File: config.mk
export PLATFORM = sky130hd
export DESIGN_NAME = stopwatch_ctrl
export DESIGN_NICKNAME = d
export VERILOG_FILES = /design/src/rtl/stopwatch_pkg.sv /design/src/rtl/btn_debounce.sv /design/src/rtl/stopwatch_ctrl.sv
export SDC_FILE = /design/constraint.sdc
export NUM_CORES = 1
export LEC_CHECK = 0
export BUFFER_PORTS_ARGS = -buffer_cell sky130_fd_sc_hd__buf_2
export CORE_MARGIN = 2
export CORE_UTILIZATION = 55
export CTS_BUF_LIST = sky130_fd_sc_hd__clkbuf_16
export DETAILED_ROUTE_END_ITERATION = 7
export HOLD_SLACK_MARGIN = 0.15
export PLACE_DENSITY = 0.74
export SLEW_MARGIN = 10
export SYNTH_ARGS = -nofsm -noshare
export SYNTH_HDL_FRONTEND = slang
export SYNTH_HIERARCHICAL = 1
export SYNTH_SLANG_ARGS = --single-unit
File: constraint.sdc
create_clock -name clk -period 2.9 [get_ports clk]
set_input_delay 0.435 -clock clk [delete_from_list [all_inputs] [get_ports clk]]
set_output_delay 0.435 -clock clk [all_outputs]
set_load 0.005 [all_outputs]
File: src/rtl/stopwatch_pkg.sv
// Shared types and constants for the stopwatch sequencing controller.
package stopwatch_pkg;

  // Mode machine encoding; values are visible on the state output.
  typedef enum logic [1:0] {
    PAUSED = 2'd0,
    RUN    = 2'd1,
    ADJUST = 2'd2
  } sw_state_e;

  // Quarter-second phase counter width (four quarters per second).
  localparam int PHASE_W = 2;

  // Adjust target selected by sw_sel.
  localparam logic SEL_SEC = 1'b0;
  localparam logic SEL_MIN = 1'b1;

endpackage

File: src/rtl/btn_debounce.sv
// Button conditioning: 2-flop synchronizer, optional stability filter and a
// one-cycle press pulse on the rising edge of the accepted level.
// Build option: STOPWATCH_CTRL_DEBOUNCE_EN enables the DB_CYCLES filter;
// without it the press pulse comes straight from the synchronized edge.
// A button held through reset produces no pulse until it has been seen
// released (r_armed) and pressed again.
module btn_debounce #(
  parameter int DB_CYCLES = 1_000_000
) (
  input  logic clk,
  input  logic rst,
  input  logic btn,
  output logic press
);

  if (DB_CYCLES < 1) begin : g_cfg_err
    $error("btn_debounce: DB_CYCLES must be >= 1");
  end

  logic r_sync1;
  logic r_sync2;
  logic r_db;
  logic r_armed;
  logic r_press;
  logic w_sync;

  assign w_sync = r_sync2;
  assign press  = r_press;

  // Synchronizer flops carry data only; left unreset so a held button stays
  // visible across reset and cannot be mistaken for a fresh press.
  always_ff @(posedge clk) begin
    r_sync1 <= btn;
    r_sync2 <= r_sync1;
  end

`ifdef STOPWATCH_CTRL_DEBOUNCE_EN
  localparam int CW = (DB_CYCLES > 1) ? $clog2(DB_CYCLES) : 1;
  localparam logic [CW-1:0] LAST = CW'(DB_CYCLES - 1);

  logic [CW-1:0] r_cnt;

  // Accept a new level only after it has differed from the current one for
  // DB_CYCLES consecutive cycles; pulse on an accepted rise.
  always_ff @(posedge clk) begin
    if (rst) begin
      r_db    <= 1'b0;
      r_cnt   <= '0;
      r_armed <= 1'b0;
      r_press <= 1'b0;
    end else begin
      r_press <= 1'b0;
      if (!w_sync) r_armed <= 1'b1;
      if (w_sync == r_db) begin
        r_cnt <= '0;
      end else if (r_cnt == LAST) begin
        r_db    <= w_sync;
        r_cnt   <= '0;
        r_press <= w_sync & r_armed;
      end else begin
        r_cnt <= r_cnt + 1'b1;
      end
    end
  end
`else
  // Track the synchronized level and pulse on its rising edge.
  always_ff @(posedge clk) begin
    if (rst) begin
      r_db    <= 1'b0;
      r_armed <= 1'b0;
      r_press <= 1'b0;
    end else begin
      r_db    <= w_sync;
      r_press <= w_sync & ~r_db & r_armed;
      if (!w_sync) r_armed <= 1'b1;
    end
  end
`endif

endmodule

File: src/rtl/stopwatch_ctrl.sv
// Stopwatch sequencing controller: turns buttons/switches into counter
// enables, clear and adjust pulses, runs the PAUSED/RUN/ADJUST machine and
// owns the quarter-second prescaler and display blink masks.
// Build option: STOPWATCH_CTRL_DEBOUNCE_EN selects debounced buttons.
module stopwatch_ctrl
  import stopwatch_pkg::*;
#(
  parameter int CLK_HZ    = 100_000_000,
  parameter int DB_CYCLES = 1_000_000
) (
  input  logic       clk,
  input  logic       rst,
  input  logic       btn_pause,
  input  logic       btn_clear,
  input  logic       sw_adj,
  input  logic       sw_sel,
  output logic       tick_cnt,
  output logic       cnt_clr,
  output logic       adj_sec_inc,
  output logic       adj_min_inc,
  output logic       blink_sec,
  output logic       blink_min,
  output logic [1:0] state
);

  if ((CLK_HZ % 4 != 0) || (CLK_HZ < 8)) begin : g_cfg_err
    $error("stopwatch_ctrl: CLK_HZ must be a multiple of 4 and >= 8");
  end

  localparam int QDIV = CLK_HZ / 4;
  localparam int QW   = (QDIV > 1) ? $clog2(QDIV) : 1;
  localparam logic [QW-1:0] QMAX = QW'(QDIV - 1);

  sw_state_e          r_state;
  logic [QW-1:0]      r_q;
  logic [PHASE_W-1:0] r_phase;
  logic               r_sel;
  logic               r_adj_s1, r_adj_s2;
  logic               r_sel_s1, r_sel_s2;
  logic               r_tick, r_cnt_clr, r_adj_sec, r_adj_min;
  logic               w_pause_p, w_clr_p;
  logic               w_enter_adj, w_presc_en, w_qtr, w_fire;

  btn_debounce #(.DB_CYCLES(DB_CYCLES)) u_db_pause (
    .clk   (clk),
    .rst   (rst),
    .btn   (btn_pause),
    .press (w_pause_p)
  );

  btn_debounce #(.DB_CYCLES(DB_CYCLES)) u_db_clear (
    .clk   (clk),
    .rst   (rst),
    .btn   (btn_clear),
    .press (w_clr_p)
  );

  // Level switches are only synchronized, never filtered.
  always_ff @(posedge clk) begin
    r_adj_s1 <= sw_adj;
    r_adj_s2 <= r_adj_s1;
    r_sel_s1 <= sw_sel;
    r_sel_s2 <= r_sel_s1;
  end

  assign w_enter_adj = r_adj_s2 && (r_state != ADJUST);
  assign w_presc_en  = (r_state == RUN) || (r_state == ADJUST);
  assign w_qtr       = w_presc_en && (r_q == QMAX);
  // A clear landing on a quarter boundary swallows that boundary's pulses.
  assign w_fire      = w_qtr && !w_clr_p;

  // Quarter prescaler and phase: hold while paused so the sub-second
  // fraction survives a pause; restart on clear and on entering ADJUST.
  // The blink target latches sw_sel only on quarter boundaries.
  always_ff @(posedge clk) begin
    if (rst) begin
      r_q     <= '0;
      r_phase <= '0;
      r_sel   <= SEL_SEC;
    end else begin
      if (w_clr_p || w_enter_adj) begin
        r_q     <= '0;
        r_phase <= '0;
      end else if (w_presc_en) begin
        if (r_q == QMAX) begin
          r_q     <= '0;
          r_phase <= r_phase + 1'b1;
        end else begin
          r_q <= r_q + 1'b1;
        end
      end
      if (w_enter_adj || w_qtr) r_sel <= r_sel_s2;
    end
  end

  // Mode machine with registered pulse outputs; sw_adj outranks a pause
  // press, and clear never changes the mode.
  always_ff @(posedge clk) begin
    if (rst) begin
      r_state   <= PAUSED;
      r_tick    <= 1'b0;
      r_cnt_clr <= 1'b0;
      r_adj_sec <= 1'b0;
      r_adj_min <= 1'b0;
    end else begin
      r_cnt_clr <= w_clr_p;
      r_tick    <= w_fire && (r_state == RUN) && (r_phase == {PHASE_W{1'b1}});
      r_adj_sec <= w_fire && (r_state == ADJUST) && r_phase[0] && (r_sel_s2 == SEL_SEC);
      r_adj_min <= w_fire && (r_state == ADJUST) && r_phase[0] && (r_sel_s2 == SEL_MIN);
      if (r_adj_s2) begin
        r_state <= ADJUST;
      end else begin
        case (r_state)
          PAUSED:  if (w_pause_p) r_state <= RUN;
          RUN:     if (w_pause_p) r_state <= PAUSED;
          default: r_state <= PAUSED;
        endcase
      end
    end
  end

  assign tick_cnt    = r_tick;
  assign cnt_clr     = r_cnt_clr;
  assign adj_sec_inc = r_adj_sec;
  assign adj_min_inc = r_adj_min;
  assign blink_sec   = (r_state == ADJUST) && (r_sel == SEL_SEC) && r_phase[0];
  assign blink_min   = (r_state == ADJUST) && (r_sel == SEL_MIN) && r_phase[0];
  assign state       = r_state;

endmodule

==> results of run 1 <==
==> routing by layer <==
layer	vias up	share of wire	GRT usage
met1	749	0.43	0.225
met4	0	0.017	0.0978
met2	30	0.51	0.347
li1	769	-	-
met5	-	0	0
met3	7	0.039	0.0500
==> cell type report <==
cell class,count,share of cell area
clock inverters,3,0.0192
well taps,46,0.0260
repair buffers,14,0.0327
inverters,9,0.0152
flip-flops and latches,48,0.434
clock buffers,5,0.0565
multi-input cells,141,0.417
==> critical path, cell delays in order, from the launching register on <==
cell,delay [ps]
dfxtp_1,380
inv_1,80
ha_1,430
nand4_4,170
or4b_4,640
or4_1,500
a21oi_1,150
==> logic make-up (layout without fill, tap and decap cells) <==
| family | count (synthesis) | after routing |
|---|---|---|
| compound gates | 37 | 37 |
| fa+ha+maj | 5 | 5 |
| buf+inv | 14 | 31 |
| mux | 2 | 2 |
| simple gates | 85 | 85 |
| flops | 48 | 48 |
| xor+xnor | 12 | 12 |
==> stage by stage <==
| step | setup WS (ps) | area (um^2) |
|---|---|---|
| after floorplan | 715 | 1950 |
| after global placement | 625 | 2050 |
| after detailed placement | 480 | 2050 |
| after CTS | 468 | 2220 |
| after global routing | 249 | 2220 |
| final | 471 | 2220 |
==> power by group <==
group	total, W	internal [W]	switching, W	leakage, nW
clock network	0.000633	0.000404	0.000228	0.0814
registers	0.000681	0.000673	0.00000778	0.392
logic	0.0000428	0.0000178	0.0000250	0.331
==> worst max-delay path by stage <==
stage / from / to / slack (ps) / cells after the start
after CTS: state[1] / r_q[24] / 470 / 6
final: state[1] / r_q[22] / 470 / 6
after detailed placement: state[1] / r_q[24] / 480 / 6
after global routing: state[1] / r_q[23] / 250 / 6
after floorplan: state[1] / r_q[16] / 710 / 7
after global placement: state[1] / r_q[24] / 620 / 6
==> cell usage in the layout (no fill, tap or decap), types with 2 or more instances in the layout <==
cell type / n
a21oi_1: 19
and3_1: 3
and4_1: 6
buf_2: 13
clkbuf_16: 5
dfxtp_1: 48
ha_1: 5
inv_1: 9
mux2i_1: 2
nand2_1: 9
nand2b_1: 2
nand3_1: 7
nand4_1: 8
nor2_1: 20
nor2b_4: 2
nor3_1: 3
nor3b_2: 2
nor4b_1: 2
o21ai_0: 9
o31ai_1: 6
or3_1: 7
or4_1: 7
xnor2_1: 5
xor2_1: 7
==> results.yml, run 1 <==
run_status:
  status: "finished clean"
pwr:
  p_total_w: 0.00136
  leakage_nw: 0.804
  powerDensity_nw_per_um2: 612
  max-vdd-ir-drop_mv: 0.430
global_routing:
  antenna_found_initial: 0
  grt_pass1_wl_mm: 6.40
  grt_max_degree: 26
  grt_overflow_total: 0
  first_global_vias: 1537
  track_usage: 0.199
floorplan:
  die_x_um: 63.5
  die_y_um: 63.5
  io_pins: 14
  die-area_um2: 4030
  start_util: 0.579
  core-area_um2: 3360
  rows: 21
finish:
  n_antenna_cell: 0
  nFillCells: 287
  instances_no_fill: 266
  fin_nets: 230
  fin_util: 0.659
  layout-drive-gt1-share: 0.132
  regArea_um2: 961
  multi_input_area_um2: 923
  top_register: "r_q"
  largest_register_ffs: 25
  syn_to_final_growth_pct: 13.8
synthesis:
  synth_area_per_cell_um2: 9.59
  synth_commonest_cells: "48 x dfxtp_1, 20 x nor2_1, 19 x a21oi_1"
  synth_xor_area_frac: 0.0540
  yosysMostFrequentCell: "dfxtp_1"
  synth_compound_area_frac: 0.107
  synthesis.instances: 203
  synth_area_leaders: "dfxtp_1 49%, a21oi_1 4.9%, nor2_1 3.9%, ha_1 3.2%, xor2_1 3.1%"
  synth-seq-cells: 48
  synthesis.area_um2: 1950
  yosysSeqAreaShare: 0.494
  yosys.area_share.simple: 0.271
  async_reset_ff_frac: 0
  yosys.area.top_type: "dfxtp_1"
  synthMuxAreaShare: 0.0103
  synth.distinct_cells: 35
  synth_top_family_by_area: "simple AND/OR/NAND/NOR gates"
  ys_warn_count: 6
  synth-main-ff-cell: "dfxtp_1"
  synth_top_area_share: 0.494
  synth-edff-count: 0
  synthAdderAreaFrac: 0.0321
  syn_nets: 214
sta:
  worst_pin_slew_ps: 671
  final.setup.tns_ps: 0
  period_needed_ps: 2430
  setup_viol: 0
  slew_viol_final: 0
  finalCritPeriodShare: 0.838
  final_hold_viol_count: 0
  fin_skew_ps: 6.61
  rsz0062_at_grt: "false"
  max_slew_margin: 0.549
  fmax_mhz: 412
  holdWs_ps: 247
cts:
  cts_root_buffer: "clkbuf_16"
  post_cts_resized: 0
  clock_latency_ps: 280
  clk_transition_reported_paths_ps: 60
  postCtsHoldBufs: 0
  numCtsBuffers: 5
  cts_tree: "yes"
  postCtsSetupRepairBufs: 0
  cts_sinks: 48
  h-tree-depth: 2
  clockBufferDepth: 2
critical_path:
  cp-end-kind: "flop"
  reg2reg_from: "state[1]"
  cp_data_required_time_ps: 3120
  reg2reg_depth: 6
  reg2reg_to: "r_q[22]"
  cp-start-kind: "flop"
  cp_max_fo: 13
  arrival_ps: 2650
  worst-setup-path-type: "reg -> reg"
  reg2reg_slack_ps: 470
drt:
  vias: 1555
  wl_per_cell_um: 13.6
  drc: 0
  vias_per_cell: 5.85
  drt_iter0_drc: 115
  antenna_left: 0
  drtPass1Iterations: 4
  drt_wl_total_mm: 3.63
placed_design:
  hpwlAfterDp_mm: 2.67
  gp_congestion: 0.775
  dp.cells: 258
  io_buffers: 13
worst_hold_path:
  hold_path.class: "in -> reg"
  hold_path_depth: 1
  hold_start: "btn_clear"
  holdPathEnd: "u_db_clear/r_sync1"
run:
  max-cap-violations: 0
Note: power is estimated with default switching activity, not from simulation.
==> run 2, diff against run 1 <==
--- a/config.mk
+++ b/config.mk
@@ -5,13 +5,14 @@
 export SDC_FILE = /design/constraint.sdc
 export NUM_CORES = 1
 export LEC_CHECK = 0
+export ABC_AREA = 1
 export BUFFER_PORTS_ARGS = -buffer_cell sky130_fd_sc_hd__buf_2
 export CORE_MARGIN = 2
 export CORE_UTILIZATION = 55
 export CTS_BUF_LIST = sky130_fd_sc_hd__clkbuf_16
 export DETAILED_ROUTE_END_ITERATION = 7
 export HOLD_SLACK_MARGIN = 0.15
-export PLACE_DENSITY = 0.74
+export PLACE_DENSITY = 0.73
 export SLEW_MARGIN = 10
 export SYNTH_ARGS = -nofsm -noshare
 export SYNTH_HDL_FRONTEND = slang
==> constraint.sdc (replaced) <==
create_clock -name clk -period 2.36 [get_ports clk]
set_input_delay 0.354 -clock clk [delete_from_list [all_inputs] [get_ports clk]]
set_output_delay 0.354 -clock clk [all_outputs]
set_load 0.005 [all_outputs]
==> results.yml, run 2 <==
run_status:
  status: "finished clean"
sta:
  rsz0062_at_grt: "false"
  fin_skew_ps: 5.75
  worst_pin_slew_ps: 369
  setup_viol: 0
  max_slew_margin: 0.748
  fin_ws_ps: 448
  final.setup.tns_ps: 0
  period_needed_ps: 1910
  fmax_mhz: 523
  final_hold_viol_count: 0
  finalCritPeriodShare: 0.810
  slew_viol_final: 0
floorplan:
  die_x_um: 68.5
  die-area_um2: 4690
  core-area_um2: 4000
  rows: 23
  start_util: 0.572
  io_pins: 14
  die_y_um: 68.5
synthesis:
  async_reset_ff_frac: 0
  synth.distinct_cells: 26
  synthesis.instances: 313
  syn_nets: 324
  synth_compound_area_frac: 0.0421
  synth_commonest_cells: "57 x nor2_1, 52 x nand2_1, 48 x dfxtp_1, 44 x inv_1, 32 x nand3_1"
  synthesis.area_um2: 2290
  yosysMostFrequentCell: "nor2_1"
  yosys.area.top_type: "dfxtp_1"
  synth-edff-count: 0
  synthMuxAreaShare: 0.00437
  synth_area_per_cell_um2: 7.32
  synth_top_area_share: 0.420
  synth_xor_area_frac: 0.0421
  synthAdderAreaFrac: 0.0273
  synth-seq-cells: 48
  yosys.area_share.simple: 0.376
  ys_warn_count: 6
  synth-main-ff-cell: "dfxtp_1"
  synth_top_family_by_area: "simple AND/OR/NAND/NOR gates"
  yosysSeqAreaShare: 0.420
  synth_area_leaders: "dfxtp_1 42%, nor2_1 9.3%, nand2_1 8.5%, inv_1 7.2%, nand3_1 7.0%"
finish:
  top_register: "r_q"
  fin_nets: 346
  largest_register_ffs: 25
  finalInstanceArea_um2: 2620
  instances_no_fill: 386
  fin_util: 0.656
  final_cell_mix: "57 x nor2_1, 52 x nand2_1, 48 x dfxtp_1"
  n_antenna_cell: 0
  syn_to_final_growth_pct: 14.5
  final_common_cell: "nor2_1"
  layout-drive-gt1-share: 0.161
placed_design:
  dp.cells: 375
  io_buffers: 13
  hpwlAfterDp_mm: 3.46
  place_area_um2: 2420
  post-place-ws_ps: 493
  gp_congestion: 0.914
cts:
  cts_root_buffer: "clkbuf_16"
  numCtsBuffers: 5
  cts_tree: "yes"
  h-tree-depth: 2
  clockBufferDepth: 2
  clk_transition_reported_paths_ps: 70
  post_cts_resized: 0
  clock_latency_ps: 290
  cts_sinks: 48
critical_path:
  slowest_stage: "ha_1"
  cp-end-kind: "flop"
  worst-setup-path-type: "reg -> reg"
  worst_path_largest_cell_delay_ps: 520
  cp-start-kind: "flop"
  arrival_ps: 2090
  cp_data_required_time_ps: 2540
  path_cells: "inv_1 > ha_1 > nand2_2 > nor2_4 > nand3b_4 > nor2_4 > nand3_1 > nand3_1 > nor2_1"
  cp_max_fo: 11
worst_hold_path:
  hold_path.class: "in -> reg"
drt:
  vias: 1973
  wl_per_cell_um: 12.2
  drt_wl_total_mm: 4.71
  antenna_left: 0
  drc: 0
  drt_iter0_drc: 150
  drtPass1Iterations: 4
  vias_per_cell: 5.11
global_routing:
  antenna_found_initial: 0
  grt_max_degree: 18
  grt_overflow_total: 0
  track_usage: 0.230
  grt_pass1_wl_mm: 7.87
  first_global_vias: 1780
pwr:
  leakage_nw: 1.08
  max-vdd-ir-drop_mv: 0.594
  powerDensity_nw_per_um2: 665
run:
  max-cap-violations: 0
==> run 2: changes by cell type after synthesis, moves of 9 or more <==
cell	before	now
nand2_1	9	52
nand3_1	7	32
nor2_2	0	10
o21ai_0	9	0
nor2_1	20	57
inv_1	9	44
==> run 2: worst max-delay path, delay by kind of cell (launching register included) <==
family	cells	cell delay, ps
and+or+nand+nor	7	810
adders and majority gates	1	520
buffers and inverters	1	80
DFF	1	390
==> run 2: final timing paths <==
path | startpoint | endpoint | slack, ps | cells past startpoint
worst max-delay path | state[1] | r_q[14] | 450 | 9
worst min-delay path | sw_sel | r_sel_s1 | 170 | 1
worst min register to register | r_adj_s1 | r_adj_s2 | 330 | 0
worst max register to register | state[1] | r_q[14] | 450 | 9
==> run 2: cells by family after synthesis <==
kind of cell | count (synthesis)
AO/OA/AOI/OAI | 17
multiplexers | 1
buffers and inverters | 52
adder cells (fa/ha/maj) | 5
AND/OR/NAND/NOR | 179
XOR/XNOR | 11
flip-flops | 48
==> run 2: layout make-up <==
type | instances | area, um^2
fillers | 353 | 1380
multi-input cells | 213 | 1130
flip-flops and latches | 48 | 961
inverters | 48 | 180
clock buffers | 5 | 125
repair buffers | 19 | 118
well taps | 50 | 62.6
clock inverters | 3 | 50.0
==> run 2: per-layer routing <==
metal / vias up / GRT usage / wire, um
li1: 1029 / - / -
met1: 894 / 0.285 / 2200
met2: 41 / 0.375 / 2200
met3: 9 / 0.0698 / 210
met4: 0 / 0.0900 / 95
met5: - / 0 / 0
==> run 2: repair_timing <==
action | 4_1_cts | 5_1_grt
hold buffers | 0 | 3
hold endpoints to repair | 0 | 3
setup buffers | 0 | 0
==> run 2: power by group <==
group	internal [W]	switching, W
Sequential	0.000827	0.00000802
Combinational	0.0000294	0.0000495
Clock	0.000511	0.000318
==> run 2: stage by stage <==
step	hold WS, ps	total power, W
after floorplan	310	0.000904
after global placement	313	0.000927
after detailed placement	314	0.000928
after CTS	153	0.00176
after global routing	153	0.00181
final	165	0.00174
==> run 3, diff against run 2 <==
--- a/config.mk
+++ b/config.mk
@@ -8,11 +8,11 @@
 export ABC_AREA = 1
 export BUFFER_PORTS_ARGS = -buffer_cell sky130_fd_sc_hd__buf_2
 export CORE_MARGIN = 2
-export CORE_UTILIZATION = 55
+export CORE_UTILIZATION = 54
 export CTS_BUF_LIST = sky130_fd_sc_hd__clkbuf_16
 export DETAILED_ROUTE_END_ITERATION = 7
 export HOLD_SLACK_MARGIN = 0.15
-export PLACE_DENSITY = 0.73
+export PLACE_DENSITY = 0.75
 export SLEW_MARGIN = 10
 export SYNTH_ARGS = -nofsm -noshare
 export SYNTH_HDL_FRONTEND = slang
==> constraint.sdc (replaced) <==
create_clock -name clk -period 1.6 [get_ports clk]
set_input_delay 0.24 -clock clk [delete_from_list [all_inputs] [get_ports clk]]
set_output_delay 0.24 -clock clk [all_outputs]
set_load 0.005 [all_outputs]
==> results.yml, run 3 (synthesis gave the netlist of run 2 again) <==
run_status:
  status: "finished clean"
placed_design:
  gp_congestion: 0.872
  hpwlAfterDp_mm: 3.57
  dp.cells: 383
  io_buffers: 13
  post-place-ws_ps: 1.35
cts:
  cts_root_buffer: "clkbuf_16"
  clock_latency_ps: 290
  clk_transition_reported_paths_ps: 70
  numCtsBuffers: 5
  cts_tree: "yes"
  cts_sinks: 48
  clockBufferDepth: 2
  h-tree-depth: 2
finish:
  fin_util: 0.695
  top_register: "r_q"
  n_antenna_cell: 0
  final_cell_mix: "55 x nor2_1, 51 x nand2_1, 46 x dfxtp_1"
  instances_no_fill: 402
  layout-drive-gt1-share: 0.233
  fin_nets: 362
  nFillCells: 339
  final_common_cell: "nor2_1"
  regArea_um2: 963
  multi_input_area_um2: 1170
  largest_register_ffs: 25
  syn_to_final_growth_pct: 22.2
sta:
  final_hold_viol_count: 0
  fmax_mhz: 663
  finalCritPeriodShare: 0.942
  setup_viol: 0
  fin_skew_ps: 6.66
  max_slew_margin: 0.781
  period_needed_ps: 1510
  fin_ws_ps: 92.1
  final.setup.tns_ps: 0
  slew_viol_final: 0
  rsz0062_at_grt: "true"
  worst_pin_slew_ps: 320
critical_path:
  worst-setup-path-type: "reg -> reg"
  critPathLaunch: "state[0]"
  cp_data_required_time_ps: 1770
  reg2reg_depth: 9
  cp-start-kind: "flop"
  reg2reg_from: "state[0]"
  reg2reg_slack_ps: 90
  cp_max_fo: 4
  arrival_ps: 1680
  reg2reg_to: "r_q[14]"
  cp-end-kind: "flop"
pwr:
  pwr-share-seq: 0.483
  power_switching_w: 0.000529
  internal-power_w: 0.00202
  switching_share: 0.207
  max-vdd-ir-drop_mv: 0.790
  clkPwrFrac: 0.458
  power_frac_comb: 0.059
  leakage_nw: 1.16
  powerDensity_nw_per_um2: 912
drt:
  vias: 2054
  drt_wl_total_mm: 5.08
  drtPass1Iterations: 4
  antenna_left: 0
  vias_per_cell: 5.11
  drc: 0
  drt_iter0_drc: 130
  wl_per_cell_um: 12.6
floorplan:
  die_y_um: 69.1
  core-area_um2: 4030
  io_pins: 14
  rows: 23
  start_util: 0.568
  die-area_um2: 4780
  die_x_um: 69.1
worst_hold_path:
  hold_start: "rst"
  hold_path_depth: 2
  holdPathEnd: "state[1]"
  hold_path.class: "in -> reg"
global_routing:
  grt_overflow_total: 0
  grt_max_degree: 16
  antenna_found_initial: 0
  track_usage: 0.218
  first_global_vias: 1963
  grt_pass1_wl_mm: 8.38
run:
  max-cap-violations: 0
## run 3: cell types whose count changed in the layout (fill, tap and decap cells not counted), moves of 2 or more
cell / delta
nor2_2: +2
inv_2: +2
dfxtp_1: -2
nor2_1: -2
buf_4: +13
nand3_2: +5
inv_1: -3
nand3_1: -5
dfxtp_2: +2
## run 3: area by class of cell
type                    count  share of cell area
repair buffers             35              0.0899
clock buffers               5              0.0447
clock inverters             3              0.0152
flip-flops and latches     48               0.344
inverters                  48              0.0653
multi-input cells         213               0.418
well taps                  50              0.0224
## run 3: worst max path at each step
stage / slack [ps] / end / cells after the start
after CTS: -20 / r_q[23] / 11
after global routing: -10 / r_q[23] / 11
final: 90 / r_q[14] / 9
after detailed placement: 1 / r_q[23] / 11
after global placement: 50 / r_q[23] / 10
after floorplan: 20 / r_q[10] / 9
## run 3: metal layers
layer | track usage | routed length (um) | share of wire | vias to the layer above
met1 | 0.263 | 2170 | 0.43 | 932
met3 | 0.0453 | 281 | 0.055 | 8
met5 | 0 | 0 | 0 | -
met4 | 0.0915 | 88 | 0.017 | 0
li1 | - | - | - | 1047
met2 | 0.374 | 2540 | 0.50 | 67
## run 3: stage by stage
| step | total power [W] | hold WS (ps) | instance area (um^2) |
|---|---|---|---|
| after floorplan | 0.00133 | 268 | 2290 |
| after global placement | 0.00137 | 310 | 2480 |
| after detailed placement | 0.00138 | 314 | 2480 |
| after CTS | 0.00255 | 223 | 2690 |
| after global routing | 0.00263 | 231 | 2800 |
| final | 0.00255 | 212 | 2800 |
## run 3: worst max-delay path, cell delays in order, from the launching register on
cell and delay, ps:
dfxtp_2 330, inv_2 50, ha_4 290, nand2_2 80, nor2_4 140, nand3b_4 120
nor2_4 180, nand3_2 90, nand3_2 80, nor2_1 40
## run 3: repair_timing
item,4_1_cts,5_1_grt
pin swaps,0,9
gates cloned,0,0
buffers inserted,0,7
endpoints found under the hold margin,4,0
resized for setup,0,19
endpoints found under the setup margin,1,28
hold buffers,4,0
## run 3: power by group through the flow
stage                      logic, W  clock network (W)  registers, W
final                      0.000150            0.00117       0.00123
after global routing       0.000165            0.00124       0.00123
after CTS                  0.000128            0.00119       0.00123
after detailed placement   0.000120                  0       0.00126
after global placement     0.000116                  0       0.00126
after floorplan           0.0000767                  0       0.00126
